[src/rtl/output_port_credit_tx_pkg.sv]
// output_port_credit_tx_pkg: packet layout, credit and FSM constants shared by the leaf port blocks
// Holds the default field widths and bit offsets of a BFT packet (also used by Input_Port),
// the transmit FSM state encoding, and the credit ceiling helper.
package output_port_credit_tx_pkg;
  localparam int PKT_BITS = 97;
  localparam int PKT_LEAF_BITS = 6;
  localparam int PKT_PORT_BITS = 4;
  localparam int PKT_ADDR_BITS = 7;
  localparam int PKT_PAYLOAD_BITS = 64;
  localparam int PKT_VLD_POS = PKT_BITS - 1;
  localparam int PKT_DST_LSB = PKT_VLD_POS - PKT_LEAF_BITS - PKT_PORT_BITS;
  localparam int PKT_SRC_LSB = PKT_DST_LSB - PKT_LEAF_BITS - PKT_PORT_BITS;
  localparam int PKT_ADDR_LSB = PKT_SRC_LSB - PKT_ADDR_BITS;
  localparam int PKT_PAYLOAD_LSB = 0;
  localparam logic [0:0] ST_IDLE = 1'b0;
  localparam logic [0:0] ST_SEND = 1'b1;
  function automatic int credit_max(input int bram_addr_bits);
    return 1 << bram_addr_bits;
  endfunction
endpackage

[src/rtl/output_port_credit_tx_sync_fifo_fwft.sv]
// output_port_credit_tx_sync_fifo_fwft: first-word-fall-through synchronous FIFO
// Ports: clk/reset (sync, active-low); push/din write side; pop/dout read side (dout valid
//   whenever !empty); count (0..2^ADDR_BITS), full, empty status.
module output_port_credit_tx_sync_fifo_fwft #(
  parameter int WIDTH = 32,
  parameter int ADDR_BITS = 4
) (
  input  logic                 clk,
  input  logic                 reset,
  input  logic                 push,
  input  logic [WIDTH-1:0]     din,
  input  logic                 pop,
  output logic [WIDTH-1:0]     dout,
  output logic [ADDR_BITS:0]   count,
  output logic                 full,
  output logic                 empty
);
  logic [WIDTH-1:0] mem [2**ADDR_BITS];
  logic [ADDR_BITS-1:0] wr_ptr, rd_ptr;
  logic do_push, do_pop;
  assign do_push = push && !full;
  assign do_pop = pop && !empty;
  assign dout = mem[rd_ptr];
  assign full = count[ADDR_BITS];
  assign empty = count == '0;
  always_ff @(posedge clk)
    if (!reset) begin
      wr_ptr <= '0;
      rd_ptr <= '0;
      count <= '0;
    end else begin
      wr_ptr <= wr_ptr + ADDR_BITS'(do_push);
      rd_ptr <= rd_ptr + ADDR_BITS'(do_pop);
      count <= count + (ADDR_BITS+1)'(do_push) - (ADDR_BITS+1)'(do_pop);
    end
  always_ff @(posedge clk)
    if (do_push) mem[wr_ptr] <= din;
endmodule

[src/rtl/output_port_credit_tx.sv]
// output_port_credit_tx: credit-gated transmit leaf port packetizing user beats toward a remote input port
// Ports: clk/reset (sync, active-low); self_leaf, out_control_reg {dst_leaf,dst_port};
//   din_user/vld_user2b_out/ack_b_out2user user beat handshake; stream_in carries freespace updates;
//   packet_out/packet_out_vld/packet_out_ack arbiter handshake; credit_cnt, sent_cnt, stall_cnt,
//   output_port_stall_condition and sticky credit_err report status.
module output_port_credit_tx
  import output_port_credit_tx_pkg::*;
#(
  parameter int PACKET_BITS = PKT_BITS,
  parameter int NUM_LEAF_BITS = PKT_LEAF_BITS,
  parameter int NUM_PORT_BITS = PKT_PORT_BITS,
  parameter int NUM_ADDR_BITS = PKT_ADDR_BITS,
  parameter int PAYLOAD_BITS = PKT_PAYLOAD_BITS,
  parameter int NUM_BRAM_ADDR_BITS = 7,
  parameter int FREESPACE_UPDATE_SIZE = 64,
  parameter int FIFO_ADDR_BITS = 4,
  parameter int PORT_No = 2,
  parameter int DATA_USER_OUT = 32
) (
  input  logic                                 clk,
  input  logic                                 reset,
  input  logic [NUM_LEAF_BITS-1:0]             self_leaf,
  input  logic [NUM_LEAF_BITS+NUM_PORT_BITS-1:0] out_control_reg,
  input  logic [DATA_USER_OUT-1:0]             din_user,
  input  logic                                 vld_user2b_out,
  output logic                                 ack_b_out2user,
  input  logic [PACKET_BITS-1:0]               stream_in,
  output logic [PACKET_BITS-1:0]               packet_out,
  output logic                                 packet_out_vld,
  input  logic                                 packet_out_ack,
  output logic [NUM_BRAM_ADDR_BITS:0]          credit_cnt,
  output logic [PAYLOAD_BITS-1:0]              sent_cnt,
  output logic [PAYLOAD_BITS-1:0]              stall_cnt,
  output logic                                 output_port_stall_condition,
  output logic                                 credit_err
);
  localparam int CTRL_BITS = NUM_LEAF_BITS + NUM_PORT_BITS;
  localparam int VLD_POS = PACKET_BITS - 1;
  localparam int DST_LSB = VLD_POS - CTRL_BITS;
  localparam int SRC_LSB = DST_LSB - CTRL_BITS;
  localparam int PAD_BITS = SRC_LSB - NUM_ADDR_BITS - PAYLOAD_BITS;
  localparam int CREDIT_BITS = NUM_BRAM_ADDR_BITS + 1;
  localparam logic [CREDIT_BITS-1:0] CREDIT_MAX = CREDIT_BITS'(credit_max(NUM_BRAM_ADDR_BITS));
  localparam logic [NUM_PORT_BITS-1:0] PORT_ID = NUM_PORT_BITS'(PORT_No);
  logic [DATA_USER_OUT-1:0] fifo_dout;
  logic [FIFO_ADDR_BITS:0] fifo_count;
  logic fifo_full, fifo_empty, load, upd_hit, upd_q, over, unused;
  logic [0:0] state;
  logic [NUM_ADDR_BITS-1:0] bram_addr;
  logic [CREDIT_BITS:0] credit_sum;
  output_port_credit_tx_sync_fifo_fwft #(.WIDTH(DATA_USER_OUT), .ADDR_BITS(FIFO_ADDR_BITS)) u_fifo (
    .clk(clk),
    .reset(reset),
    .push(vld_user2b_out && ack_b_out2user),
    .din(din_user),
    .pop(load),
    .dout(fifo_dout),
    .count(fifo_count),
    .full(fifo_full),
    .empty(fifo_empty)
  );
  assign unused = ^stream_in[SRC_LSB-1:0];
  assign ack_b_out2user = !fifo_full;
  assign packet_out_vld = state == ST_SEND;
  assign output_port_stall_condition = fifo_count != '0 && credit_cnt == '0;
  // In SEND a new packet may only be loaded in the cycle the current one is accepted.
  assign load = !fifo_empty && credit_cnt != '0 && (state == ST_IDLE || packet_out_ack);
  // A freespace update is addressed to us and originates from the port we transmit to.
  assign upd_hit = stream_in[VLD_POS] && stream_in[DST_LSB +: CTRL_BITS] == {self_leaf, PORT_ID}
                   && stream_in[SRC_LSB +: CTRL_BITS] == out_control_reg;
  // One extra bit of headroom so an over-return is visible before clamping; load implies credit>0.
  assign credit_sum = {1'b0, credit_cnt} + (upd_q ? (CREDIT_BITS+1)'(FREESPACE_UPDATE_SIZE) : '0)
                      - (CREDIT_BITS+1)'(load);
  assign over = credit_sum > {1'b0, CREDIT_MAX};
  always_ff @(posedge clk)
    if (!reset) begin
      state <= ST_IDLE;
      packet_out <= '0;
      credit_cnt <= CREDIT_MAX;
      bram_addr <= '0;
      upd_q <= 1'b0;
      sent_cnt <= '0;
      stall_cnt <= '0;
      credit_err <= 1'b0;
    end else begin
      upd_q <= upd_hit;
      credit_cnt <= over ? CREDIT_MAX : credit_sum[CREDIT_BITS-1:0];
      credit_err <= credit_err || over;
      if (load) begin
        packet_out <= {1'b1, out_control_reg, self_leaf, PORT_ID, bram_addr, {PAD_BITS{1'b0}},
                       PAYLOAD_BITS'(fifo_dout)};
        bram_addr <= bram_addr + 1'b1;
      end
      state <= load ? ST_SEND : (packet_out_ack ? ST_IDLE : state);
      sent_cnt <= sent_cnt + PAYLOAD_BITS'(state == ST_SEND && packet_out_ack);
      stall_cnt <= stall_cnt + PAYLOAD_BITS'(output_port_stall_condition);
    end
endmodule

[config.mk]
export PLATFORM = sky130hd
export DESIGN_NAME = output_port_credit_tx
export DESIGN_NICKNAME = d
export VERILOG_FILES = /design/src/rtl/output_port_credit_tx_pkg.sv /design/src/rtl/output_port_credit_tx_sync_fifo_fwft.sv /design/src/rtl/output_port_credit_tx.sv
export SDC_FILE = /design/constraint.sdc
export NUM_CORES = 1
export LEC_CHECK = 0
export ABC_AREA = 1
export CAP_MARGIN = 40
export CORE_AREA = 2 2 273 275
export CTS_CLUSTER_DIAMETER = 200
export CTS_CLUSTER_SIZE = 20
export DETAILED_ROUTE_END_ITERATION = 8
export DIE_AREA = 0 0 275 277
export PLACE_DENSITY = 0.69
export SLEW_MARGIN = 15
export SYNTH_ARGS = -nofsm -noshare
export SYNTH_HDL_FRONTEND = slang
export SYNTH_SLANG_ARGS = --single-unit
export TNS_END_PERCENT = 30
[constraint.sdc]
create_clock -name clk -period 3 [get_ports clk]
set_input_delay 0.6 -clock clk [delete_from_list [all_inputs] [get_ports clk]]
set_output_delay 0.6 -clock clk [all_outputs]
set_load 0.01 [all_outputs]
[After elaboration in Yosys (flattened, before gate mapping)]
Memories as Yosys holds them, arrays and structs flattened. A register that Yosys moved wholly into a read port is not among the register bits.
Cells that the tools add are included.
Storage, ports and cells
  bits in registers: 216
  bits in latches: 0
  RAM bits: 512
  ROM bits: 0
  input port bits: 149
  output and inout port bits: 237
  logic and storage cells: 51
  memories: 1
Memories
  u_fifo.mem: depth 16, bits a word 32, rd ports 1, clocked after Yosys merged registers in 1, wr ports 1, RTL line output_port_credit_tx_sync_fifo_fwft.sv:18  | logic [WIDTH-1:0] mem [2**ADDR_BITS];
Cells by class
  add/sub/neg operators: 9
  multipliers: 0
  div/mod/pow operators: 0
  magnitude comparators: 1
  equal/unequal tests: 2
  shift-type cells: 0
  mux-type cells: 5
  bitwise logic cells: 2
  reductions and logical operators: 20
Operators with widths (count)
  adder 64 x 1 -> 64 bit: 2
  equality test 10 bit: 2
  adder 8 x 7 -> 9 bit: 1
  > comparator 9 x 8 -> 1 bit, second input constant: 1
  logical AND 1 bit: 9
  subtractor 9 x 1 -> 9 bit: 1
  adder 4 x 1 -> 4 bit: 2
  logical NOT 8 bit: 1
  nonzero test 8 bit: 1
  adder 7 x 1 -> 7 bit, second input constant: 1
  two-way mux 7 bit: 1
  adder 5 x 1 -> 5 bit: 1
  logical NOT 5 bit: 1
  nonzero test 5 bit: 1
  subtractor 5 x 1 -> 5 bit: 1
  two-way mux 1 bit: 4
  logical NOT 1 bit: 3
  logical OR 1 bit: 2
  NOT 1 bit: 2
  nonzero test 2 bit: 1
  OR reduction 2 bit: 1

[Longest topological paths before layout]
Gate-level depths: netlist (run 1).
  depth in word-level cells: 7
  mapped depth: 23
  gate-level depth less buffers: 21

[Hierarchy]
A second synthesis (run 1) with hierarchy kept.
Second synthesis, totals
  cell total of the unflattened synthesis: 3931
  area, all modules: 33900.0 sq um
By module, submodules not included
  output_port_credit_tx_sync_fifo_fwft: times used 1, cells an instance 2172, area each 22763.1 sq um, seq. area each 15635.0 sq um
  output_port_credit_tx: times used 1, cells an instance 1759, area each 11136.9 sq um, seq. area each 4043.9 sq um

[Worst setup path after synthesis (run 1)]
No wires, ideal clock.
  path kind: in2reg
  from: in vld_user2b_out
  to: mem u_fifo.mem[12][0], enable pin
  setup time: 421 ps
  arrival: 2424 ps
  data required time: 2579 ps
  path slack: 155 ps
  stages on the path: 4
  buffers on the path: 0
  cells stage by stage: inv_1 > nor2_1 > nand3_1 > nor2_1
Between the ends
  cells in the longest elaborated chain, start to end: 4
Ends and longest elaborated chain
  start: declaration: RTL line output_port_credit_tx.sv:25  | input logic vld_user2b_out,
  logical AND 1 bit: RTL line output_port_credit_tx.sv:54  | .push(vld_user2b_out && ack_b_out2user),
  logical AND 1 bit: RTL line output_port_credit_tx_sync_fifo_fwft.sv:21  | assign do_push = push && !full;
  two-way mux 1 bit: RTL line output_port_credit_tx_sync_fifo_fwft.sv:37  | if (do_push) mem[wr_ptr] <= din;
  two-way mux 1 bit (implied by the code): RTL line output_port_credit_tx_sync_fifo_fwft.sv:37
  end: declaration: RTL line output_port_credit_tx_sync_fifo_fwft.sv:18
Every way passes these cells.

[Worst setup path in the final report (run 1)]
  from: reg u_fifo.count[3]
  to: out output_port_stall_condition
Between the ends
  cells in the longest elaborated chain, start to end: 2
Ends and longest elaborated chain
  start: declaration: RTL line output_port_credit_tx_sync_fifo_fwft.sv:14  | output logic [ADDR_BITS:0] count,
  start signal: assignment: RTL line output_port_credit_tx_sync_fifo_fwft.sv:34  | count <= count + (ADDR_BITS+1)'(do_push) - (ADDR_BITS+1)'(do_pop);
  nonzero test 5 bit: RTL line output_port_credit_tx.sv:65  | assign output_port_stall_condition = fifo_count != '0 && credit_cnt == '0;
  logical AND 1 bit: RTL line output_port_credit_tx.sv:65
  end: declaration: RTL line output_port_credit_tx.sv:34  | output logic output_port_stall_condition,
Every way passes these cells.

==> results of run 1 <==
cells by family (layout without fill, tap and decap cells):
| logic type | Yosys count | count (layout) |
|---|---|---|
| simple gates | 1288 | 1288 |
| buf+inv | 736 | 956 |
| flops | 727 | 727 |
| compound gates | 623 | 623 |
| fa+ha+maj | 28 | 28 |
| xor+xnor | 26 | 26 |
| other cells | 1 | 42 |
synth_stat cells (all sizes together):
master  instances  area share, %
conb            1          0.011
o22ai           4          0.076
a21oi         267            4.1
nor3b           6           0.17
nand3         323            5.0
nor4            2          0.038
a22o            1          0.027
nor3           57            1.1
edfxtp        512             47
buf           123            2.4
a211oi          3          0.069
or2            14           0.27
inv           551            6.3
a311oi          2          0.053
xnor2          11           0.29
nand2         554            6.4
and2            1          0.019
xor2           15           0.40
nor2          256            3.3
fa              2           0.12
a21o            1          0.023
o31ai           1          0.023
nand4          70            1.3
a221oi          2          0.053
nand3b          3          0.069
clkbuf         62           0.71
nor2b           1          0.019
and3            1          0.019
o21a           36           0.82
a31oi           3          0.057
o211ai        129            3.0
ha             26           0.99
dfxtp         215             13
o21ai         174            2.7
routing by layer:
layer  vias up  share of wire, %
met1     11620                43
met5         -             0.023
met4         4               2.9
met2       808                48
met3       127               6.5
li1      11940                 -
layout make-up:
type	count	area, sq um
repair buffers	334	3426
clock inverters	4	106.4
well taps	969	1212
fillers	6643	35630
flip-flops and latches	727	19690
multi-input cells	2005	10280
diodes	2	5.005
clock buffers	67	1145
inverters	551	2073
power by group through the flow:
stage,combinational (mW),sequential [mW],clock [mW]
global route,8.16,11.8,6.46
detailed placement,7.17,12.0,0
floorplan,5.02,11.9,0
global placement,7.04,12.0,0
finish,7.24,11.8,5.99
CTS,7.21,11.8,6.13
sequential cells by signal (all words and copies together), names as in the netlist:
register,count
credit_cnt,8
packet_out_vld,1
u_fifo.rd_ptr,4
u_fifo.wr_ptr,4
u_fifo.count,5
upd_q,1
u_fifo.mem,512
packet_out,56
sent_cnt,64
stall_cnt,64
bram_addr,7
credit_err,1
stage by stage:
step / TNS (ns) / instance area [sq um] / hold WS, ns / worst slack (ns) / std cells
finish: 0 / 37940 / 0.3600 / 0.2094 / 4659
global route: 0 / 37940 / 0.3323 / 0.05286 / 4659
CTS: 0 / 37870 / 0.3140 / 0.07402 / 4655
detailed placement: -1.318 / 36620 / 0.4562 / -0.1418 / 4584
global placement: -0.6189 / 36580 / 0.4515 / -0.1089 / 4582
floorplan: 0 / 32920 / 0.4649 / 0.1552 / 3468
cells in the final DEF (no fill, tap or decap), types with 11 or more instances in the layout:
| master | Yosys | layout |
|---|---|---|
| a21oi_1 | 267 | 267 |
| buf_12 | 0 | 15 |
| buf_4 | 44 | 48 |
| clkbuf_1 | 62 | 25 |
| clkbuf_16 | 0 | 42 |
| clkdlybuf4s50_1 | 0 | 268 |
| conb_1 | 1 | 40 |
| dfxtp_1 | 215 | 211 |
| edfxtp_1 | 512 | 512 |
| ha_1 | 26 | 26 |
| inv_1 | 543 | 540 |
| nand2_1 | 545 | 545 |
| nand3_1 | 317 | 316 |
| nand4_1 | 70 | 70 |
| nor2_1 | 229 | 212 |
| nor2_2 | 17 | 18 |
| nor2_4 | 8 | 24 |
| nor3_1 | 46 | 46 |
| o211ai_1 | 129 | 129 |
| o21a_1 | 36 | 36 |
| o21ai_0 | 172 | 172 |
| xnor2_1 | 11 | 11 |
| xor2_1 | 15 | 15 |
final timing paths:
kind | end | slack (ns)
max reg2reg | credit_cnt[1] | 0.31
min | stall_cnt[0] | 0.36
min reg2reg | packet_out[92] | 0.47
max | output_port_stall_condition | 0.21
worst max-delay path: cells and delay by family (launching register included):
family / cells / cell delay (ns)
adder cells (fa/ha/maj): 1 / 0.19
buffers and inverters: 3 / 0.73
AND/OR/NAND/NOR: 2 / 0.31
flip-flops: 1 / 0.36
==> results.yml, run 1 <==
timing:
  rsz0062_at_grt: "false"
  period_needed_ns: 2.791
  slew_violations: 0
  finalClockSkew_ns: 0.04208
  finalHoldViolations: 0
  finalCritPeriodShare_pct: 93.02
  finalSetupViolCount: 0
  clock.fmax_mhz: 358.3
  tightest_slew_ns: 0.6785
  slew_headroom_pct: 54.77
route:
  totalWireLength_um: 85680
  drtIter0Drc: 2112
  routedWlPerCell_um: 18.39
  drc_errors: 0
  num_vias: 24500
  viasPerCell: 5.258
  dr.pass1.iters: 6
  drtAntennaViolNets: 0
logic_synthesis:
  synth-simple-area-share_pct: 17.83
  synth_fa_ha_area_share_pct: 1.115
  ys_seq_area_share_pct: 60.05
  synth_top_family_by_area: "simple AND/OR/NAND/NOR gates"
  ys_warn_count: 0
  synth_area_sq_um: 32770
  synth_cell_types: 50
  synthCells: 3429
  post_synth.cell_area_avg_sq_um: 9.558
  synthXorXnorAreaFrac_pct: 0.6948
  synth-seq-cells: 727
  synth_compound_gate_area_share_pct: 10.90
  synth_mux_area_share_pct: 0
worst_setup_path:
  cp_slowest_cell: "clkdlybuf4s50_1"
  r2r_cells: 18
  r2r_start: "credit_cnt[2]"
  critical_path.max_stage_delay_ns: 0.59
  cp_max_fo: 2
  critPathLaunch: "u_fifo.count[3]"
  critPathCaptureType: "output pin"
  crit_top_cell: "inv_1"
  required_ns: 2.40
  worstSetupStartpointType: "flip-flop"
  cp_cell_sequence: "inv_1 > ha_1 > nand4_1 > inv_1 > nor2_2 > clkdlybuf4s50_1"
  arrival_ns: 2.19
  path_class: "flip-flop to output pin"
grt:
  grt_pass1_wl_um: 130200
  antenna_found_initial: 4
  groute.usage.overall_pct: 22.03
  grtUsageMet1_pct: 30.20
  grt_pass1_vias: 22600
  grt_max_degree: 114
  use_met2_pct: 36.30
  grt.busiest_layer: "met2"
  met3_usage_pct: 2.679
  grt_remaining_overflow: 0
power:
  p_int_mw: 16.82
  ir_drop_mv: 0.5633
  p_comb_share_pct: 29.0
  total_power_mw: 24.98
  power.density_nw_per_um2: 658.4
  clockPowerShare_pct: 24.0
  netSwitchingFraction_pct: 32.65
  power_frac_seq_pct: 47.0
  p_switching_mw: 8.155
  power_leakage_nw: 13.46
die:
  dieArea_sq_um: 76180
  io_pins: 386
  die_h_um: 277
  num_rows: 100
  start_util_pct: 44.55
  die-width_um: 275
  core-area_sq_um: 73570
clock_network:
  clock_path_buffers: 3
  cts_hold_buffers: 0
  cts_sinks: 727
  cts-htree-levels: 2
  root_buffer: "clkbuf_16"
  path_clk_slew_ns: 0.09
  clk_latency_ns: 0.63
  cts_setup_buffers: 0
  cts_tree: "built"
  ctsResizeCount: 0
  cts_buffers: 42
outcome:
  status: "completed"
flow_run:
  cap_violations: 0
placed_design:
  hpwl_um: 56320
  io_buffers: 269
  routabilityCongestion: 0.9719
worst_hold_path:
  hold_class: "primary input to flip-flop"
  min_path_cells: 3
  min_from: "reset"
cells_and_area:
  drive_above_1_share_pct: 5.531
  nets: 3838
  final_core_util_pct: 51.57
  syn_to_final_growth_pct: 15.77
Power figures use the tool's default switching activity.
==> run 2, diff against run 1 <==
- REMOVE_ABC_BUFFERS: not set -> 1
- SLEW_MARGIN: 15 -> not set
==> run 2 against run 1 <==
Against the previous run: via count shrank 0.20%; non-clock buffer count grew 10; first-iteration DRC count grew 10%; critical path depth is the same; sequential power is essentially flat; register-to-register slack is essentially flat; clock power grew 0.7%.
==> results.yml, run 2 (same netlist as run 1, synthesis figures left out) <==
die:
  die_h_um: 277
  core-area_sq_um: 73570
  start_util_pct: 44.55
  num_rows: 100
  dieArea_sq_um: 76180
  io_pins: 386
  die-width_um: 275
cells_and_area:
  nets: 3848
  regArea_sq_um: 19690
  syn_to_final_growth_pct: 16.51
  fillCellCount: 6633
  reg_top3: "u_fifo.mem x512, sent_cnt x64, stall_cnt x64"
  final_cell_mix: "545 x nand2_1, 540 x inv_1, 512 x edfxtp_1"
  final_core_util_pct: 51.90
  drive_above_1_share_pct: 5.757
  largest_reg_flops: 512
  final_area_sq_um: 38180
  fin_cells: 4670
  final_common_cell: "nand2_1"
  top_register: "u_fifo.mem"
  multi_input_area_sq_um: 10280
route:
  dr.pass1.iters: 6
  routedWlPerCell_um: 18.48
  totalWireLength_um: 86320
  num_vias: 24450
  viasPerCell: 5.235
  drtIter0Drc: 2333
  drtAntennaViolNets: 0
  drc_errors: 0
timing:
  slew_violations: 0
  finalClockSkew_ns: 0.03587
  period_needed_ns: 2.771
  slew_headroom_pct: 48.06
  tightest_slew_ns: 0.7791
  finalSetupViolCount: 0
  worst_slack_ns: 0.2292
  holdWs_ns: 0.4658
  rsz0062_at_grt: "false"
  clock.fmax_mhz: 360.9
  finalCritPeriodShare_pct: 92.36
  finalHoldViolations: 0
  fin_tns_setup_ns: 0
worst_setup_path:
  worstSetupStartpointType: "flip-flop"
  critPathCaptureType: "output pin"
  cp.depth: 6
  r2r_slack_ns: 0.30
  critical_path.max_stage_delay_ns: 0.62
  crit_buf_inv: 3
  r2r_start: "credit_cnt[2]"
  critPathLaunch: "u_fifo.count[3]"
  arrival_ns: 2.17
  r2r_cells: 14
  cp_slowest_cell: "clkdlybuf4s50_1"
  critical_path.endpoint: "output_port_stall_condition"
  crit_family: "buffers and inverters"
  timing.rr.end: "u_fifo.count[4]"
  required_ns: 2.40
  crit_top_cell: "inv_1"
  cp_max_fo: 2
  path_class: "flip-flop to output pin"
  cp_cell_sequence: "inv_1 > ha_1 > nand4_1 > inv_1 > nor2_1 > clkdlybuf4s50_1"
clock_network:
  cts_tree: "built"
  cts_setup_buffers: 0
  cts-htree-levels: 2
  cts_hold_buffers: 0
  path_clk_slew_ns: 0.09
  cts_buffers: 42
  clock_path_buffers: 3
  root_buffer: "clkbuf_16"
  cts_sinks: 727
  clk_latency_ns: 0.62
outcome:
  status: "completed"
grt:
  groute.usage.overall_pct: 22.40
  grt_remaining_overflow: 0
  grt_pass1_wl_um: 133000
  grt_pass1_vias: 23070
  grt_max_degree: 101
  antenna_found_initial: 4
placed_design:
  hpwl_um: 55860
  pre_cts_ws_ns: -0.1041
  routabilityCongestion: 0.9778
  io_buffers: 269
  place_inst: 4596
  placed_cell_area_sq_um: 36930
worst_hold_path:
  hold_class: "flip-flop to flip-flop"
power:
  p_switching_mw: 8.312
  clockPowerShare_pct: 24.0
  total_power_mw: 25.16
  ir_drop_mv: 0.6248
  p_comb_share_pct: 29.4
  power_frac_seq_pct: 46.6
  power_leakage_nw: 13.54
  power.density_nw_per_um2: 659.0
  p_int_mw: 16.85
  netSwitchingFraction_pct: 33.04
flow_run:
  cap_violations: 0
-- run 2: cell count changes in the layout (fill, tap and decap cells not counted), sizes merged --
cell    change
buf        +10
clkbuf      +2
diode       -1
-- run 2: what timing repair did --
item | CTS | global route
setup endpoints to repair | 0 | 5
resized for setup | 0 | 1
endpoints found under the hold margin | 0 | 0
-- run 2: worst min path at each step --
stage          slack (ns)           start  depth (start not counted)             end
2_1_floorplan        0.47    bram_addr[6]                          2  packet_out[75]
3_3_place_gp         0.45  packet_out[86]                          2  packet_out[86]
3_5_place_dp         0.46  packet_out[94]                          2  packet_out[94]
4_1_cts              0.47  packet_out[71]                          2  packet_out[71]
5_1_grt              0.49  packet_out[73]                          2  packet_out[73]
6_report             0.47  packet_out[71]                          2  packet_out[71]
-- run 2: worst min-delay path: stages, from the launching register on --
cell     delay [ns]
dfxtp_1        0.31
nand2_1        0.06
a21oi_1        0.05
-- run 2: power groups by stage --
stage | clock, mW | combinational, mW | sequential (mW)
finish | 6.03 | 7.39 | 11.7
global route | 6.53 | 8.36 | 11.8
CTS | 6.21 | 7.47 | 11.7
detailed placement | 0 | 7.43 | 12.0
global placement | 0 | 7.28 | 12.0
floorplan | 0 | 3.38 | 12.4
-- run 2: routing by layer --
metal  wire [um]  vias up  GRT usage [%]
met1       37570    11520          30.98
li1            -    11960              -
met4        2176        6          6.362
met5          41        -              0
met2       40930      821          36.88
met3        5597      142          2.948
-- run 2: final cells by class --
cell class,instances,share of cell area (%)
Sequential cell,727,51.56
Multi-Input combinational cell,2005,26.93
Timing Repair Buffer,344,9.634
Inverter,551,5.430
Tap cell,969,3.175
Clock buffer,69,3.018
Clock inverter,4,0.2425
Antenna cell,1,0.006554
==> run 3, diff against run 2 <==
- CAP_MARGIN: 40 -> not set
- CORE_AREA: 2 2 273 275 -> 5 5 276 278
- DIE_AREA: 0 0 275 277 -> 0 0 281 283
- GPL_TIMING_DRIVEN: not set -> 0
==> run 3 against run 2 <==
Against the previous run: setup slack worse by 0.087 ns; first-iteration DRC count rose by 3.9%; sequential power hardly changed; routed wire length increased by 2.6%; clock skew rose by 0.022 ns; clock power about the same; register-to-register slack got worse by 0.16 ns; core utilization is essentially flat; largest cell class unchanged; largest power group unchanged.
==> results.yml, run 3 (same netlist as run 1, synthesis figures left out) <==
outcome:
  status: "completed"
timing:
  finalCritPeriodShare_pct: 95.26
  slew_headroom_pct: 38.20
  finalHoldViolations: 0
  slew_violations: 0
  clock.fmax_mhz: 349.9
  tightest_slew_ns: 0.9247
  holdWs_ns: 0.4647
  finalClockSkew_ns: 0.05739
  finalSetupViolCount: 0
  period_needed_ns: 2.858
cells_and_area:
  multi_input_area_sq_um: 10400
  drive_above_1_share_pct: 5.980
  nets: 3825
  syn_to_final_growth_pct: 16.79
  fin_cells: 4654
  largest_reg_flops: 512
  final_cell_mix: "544 x nand2_1, 533 x inv_1, 512 x edfxtp_1"
  fillCellCount: 6464
  reg_top3: "u_fifo.mem x512, sent_cnt x64, stall_cnt x64"
  final_area_sq_um: 38280
  final_common_cell: "nand2_1"
  top_register: "u_fifo.mem"
  regArea_sq_um: 19700
route:
  totalWireLength_um: 88560
  drtAntennaViolNets: 0
  dr.pass1.iters: 6
  drtIter0Drc: 2423
  routedWlPerCell_um: 19.03
  viasPerCell: 5.257
  num_vias: 24460
  drc_errors: 0
die:
  die-width_um: 281
  core-area_sq_um: 73700
  die_h_um: 283
  io_pins: 386
  start_util_pct: 44.47
  num_rows: 100
  dieArea_sq_um: 79520
placed_design:
  placed_cell_area_sq_um: 36700
  io_buffers: 269
  routabilityCongestion: 0.9623
  place_inst: 4552
  hpwl_um: 57770
clock_network:
  cts_sinks: 727
  path_clk_slew_ns: 0.09
  clk_latency_ns: 0.63
  cts_buffers: 42
  cts-htree-levels: 2
  cts_tree: "built"
  clock_path_buffers: 3
  root_buffer: "clkbuf_16"
  cts_hold_buffers: 0
power:
  p_switching_mw: 8.825
  power_leakage_nw: 13.48
  netSwitchingFraction_pct: 34.09
  ir_drop_mv: 0.5348
  power_frac_seq_pct: 45.4
  clockPowerShare_pct: 23.4
  p_comb_share_pct: 31.2
  power.density_nw_per_um2: 676.4
  p_int_mw: 17.06
worst_setup_path:
  critPathCaptureType: "flip-flop"
  required_ns: 3.54
  cp_max_fo: 5
  arrival_ns: 3.40
  cp_cell_sequence: "inv_4 > ha_4 > nand4_1 > nand3_4 > inv_16 > ha_2 > inv_1 > ha_2 > inv_2 > fa_2 > nand3_2 > nor2_2 > nand3_2 > nor2_2 > nand2_1 > nand2_2 > nand3_4 > nor2_1"
  worstSetupStartpointType: "flip-flop"
  path_class: "flip-flop to flip-flop"
  cp_slowest_cell: "fa_2"
  critical_path.max_stage_delay_ns: 0.54
worst_hold_path:
  hold_class: "flip-flop to flip-flop"
grt:
  antenna_found_initial: 8
  grt_max_degree: 110
  grt_remaining_overflow: 0
  groute.usage.overall_pct: 21.19
  grt_pass1_vias: 22360
  grt_pass1_wl_um: 131900
flow_run:
  cap_violations: 0
## run 3: changes by cell type in the layout (fill, tap and decap cells not counted), moves of 4 or more
cell,before,now
buf_4,42,17
buf_12,34,15
buf_16,0,16
inv_1,540,533
dfxtp_1,211,205
ha_1,26,20
nor2_1,213,207
diode_2,1,6
inv_2,9,14
inv_6,0,5
nor2_2,17,22
dfxtp_2,2,6
ha_4,0,4
## run 3: area by class of cell
| class | instances | area share [%] |
|---|---|---|
| repair inverters | 4 | 0.09153 |
| multi-input cells | 2006 | 27.18 |
| repair buffers | 316 | 9.274 |
| inverters | 551 | 5.472 |
| clock buffers | 71 | 3.030 |
| well taps | 969 | 3.167 |
| diodes | 6 | 0.03923 |
| flip-flops and latches | 727 | 51.47 |
| clock inverters | 4 | 0.2779 |
## run 3: timing repair
item	in CTS	in global routing
gates resized for setup	8	40
endpoints found under the setup margin	17	22
buffers inserted	5	12
pin swaps	3	10
gates cloned	4	1
## run 3: worst max-delay path: cells and delay by family, from the launching register on
kind | cells | cell delay (ns)
adders and majority gates | 4 | 0.99
buffers and inverters | 4 | 0.20
and+or+nand+nor | 10 | 1.20
DFF | 1 | 0.37
## run 3: metrics by stage
step	total power [mW]	utilization [%]	setup WS [ns]	setup TNS (ns)
CTS	25.73	51.62	0.02047	0
finish	25.89	51.94	0.1423	0
detailed placement	19.37	49.80	-1.699	-79.07
floorplan	15.76	-	-6.503	-234.35
global placement	16.72	48.59	-10.37	-2256.34
global route	27.44	51.93	-0.07295	-0.1257
## run 3: power groups by stage
stage | logic [mW] | clock network [mW] | registers, mW
6_report | 8.08 | 6.06 | 11.7
5_1_grt | 8.99 | 6.61 | 11.8
4_1_cts | 7.77 | 6.22 | 11.7
3_5_place_dp | 7.40 | 0 | 12.0
3_3_place_gp | 4.51 | 0 | 12.2
2_1_floorplan | 3.38 | 0 | 12.4
## run 3: path summary, 6_finish.rpt
path | startpoint | to | slack (ns) | cells after the start
min reg2reg | packet_out[73] | packet_out[73] | 0.46 | 2
max reg2reg | credit_cnt[2] | credit_cnt[2] | 0.14 | 18
min | packet_out[73] | packet_out[73] | 0.46 | 2
max | credit_cnt[2] | credit_cnt[2] | 0.14 | 18
## run 3: metal layers
| layer | vias up | global-route usage (%) | wire (um) |
|---|---|---|---|
| li1 | 11930 | - | - |
| met1 | 11550 | 29.15 | 37700 |
| met2 | 844 | 35.35 | 42230 |
| met3 | 138 | 3.055 | 6117 |
| met4 | 4 | 5.851 | 2481 |
| met5 | - | 0 | 31 |
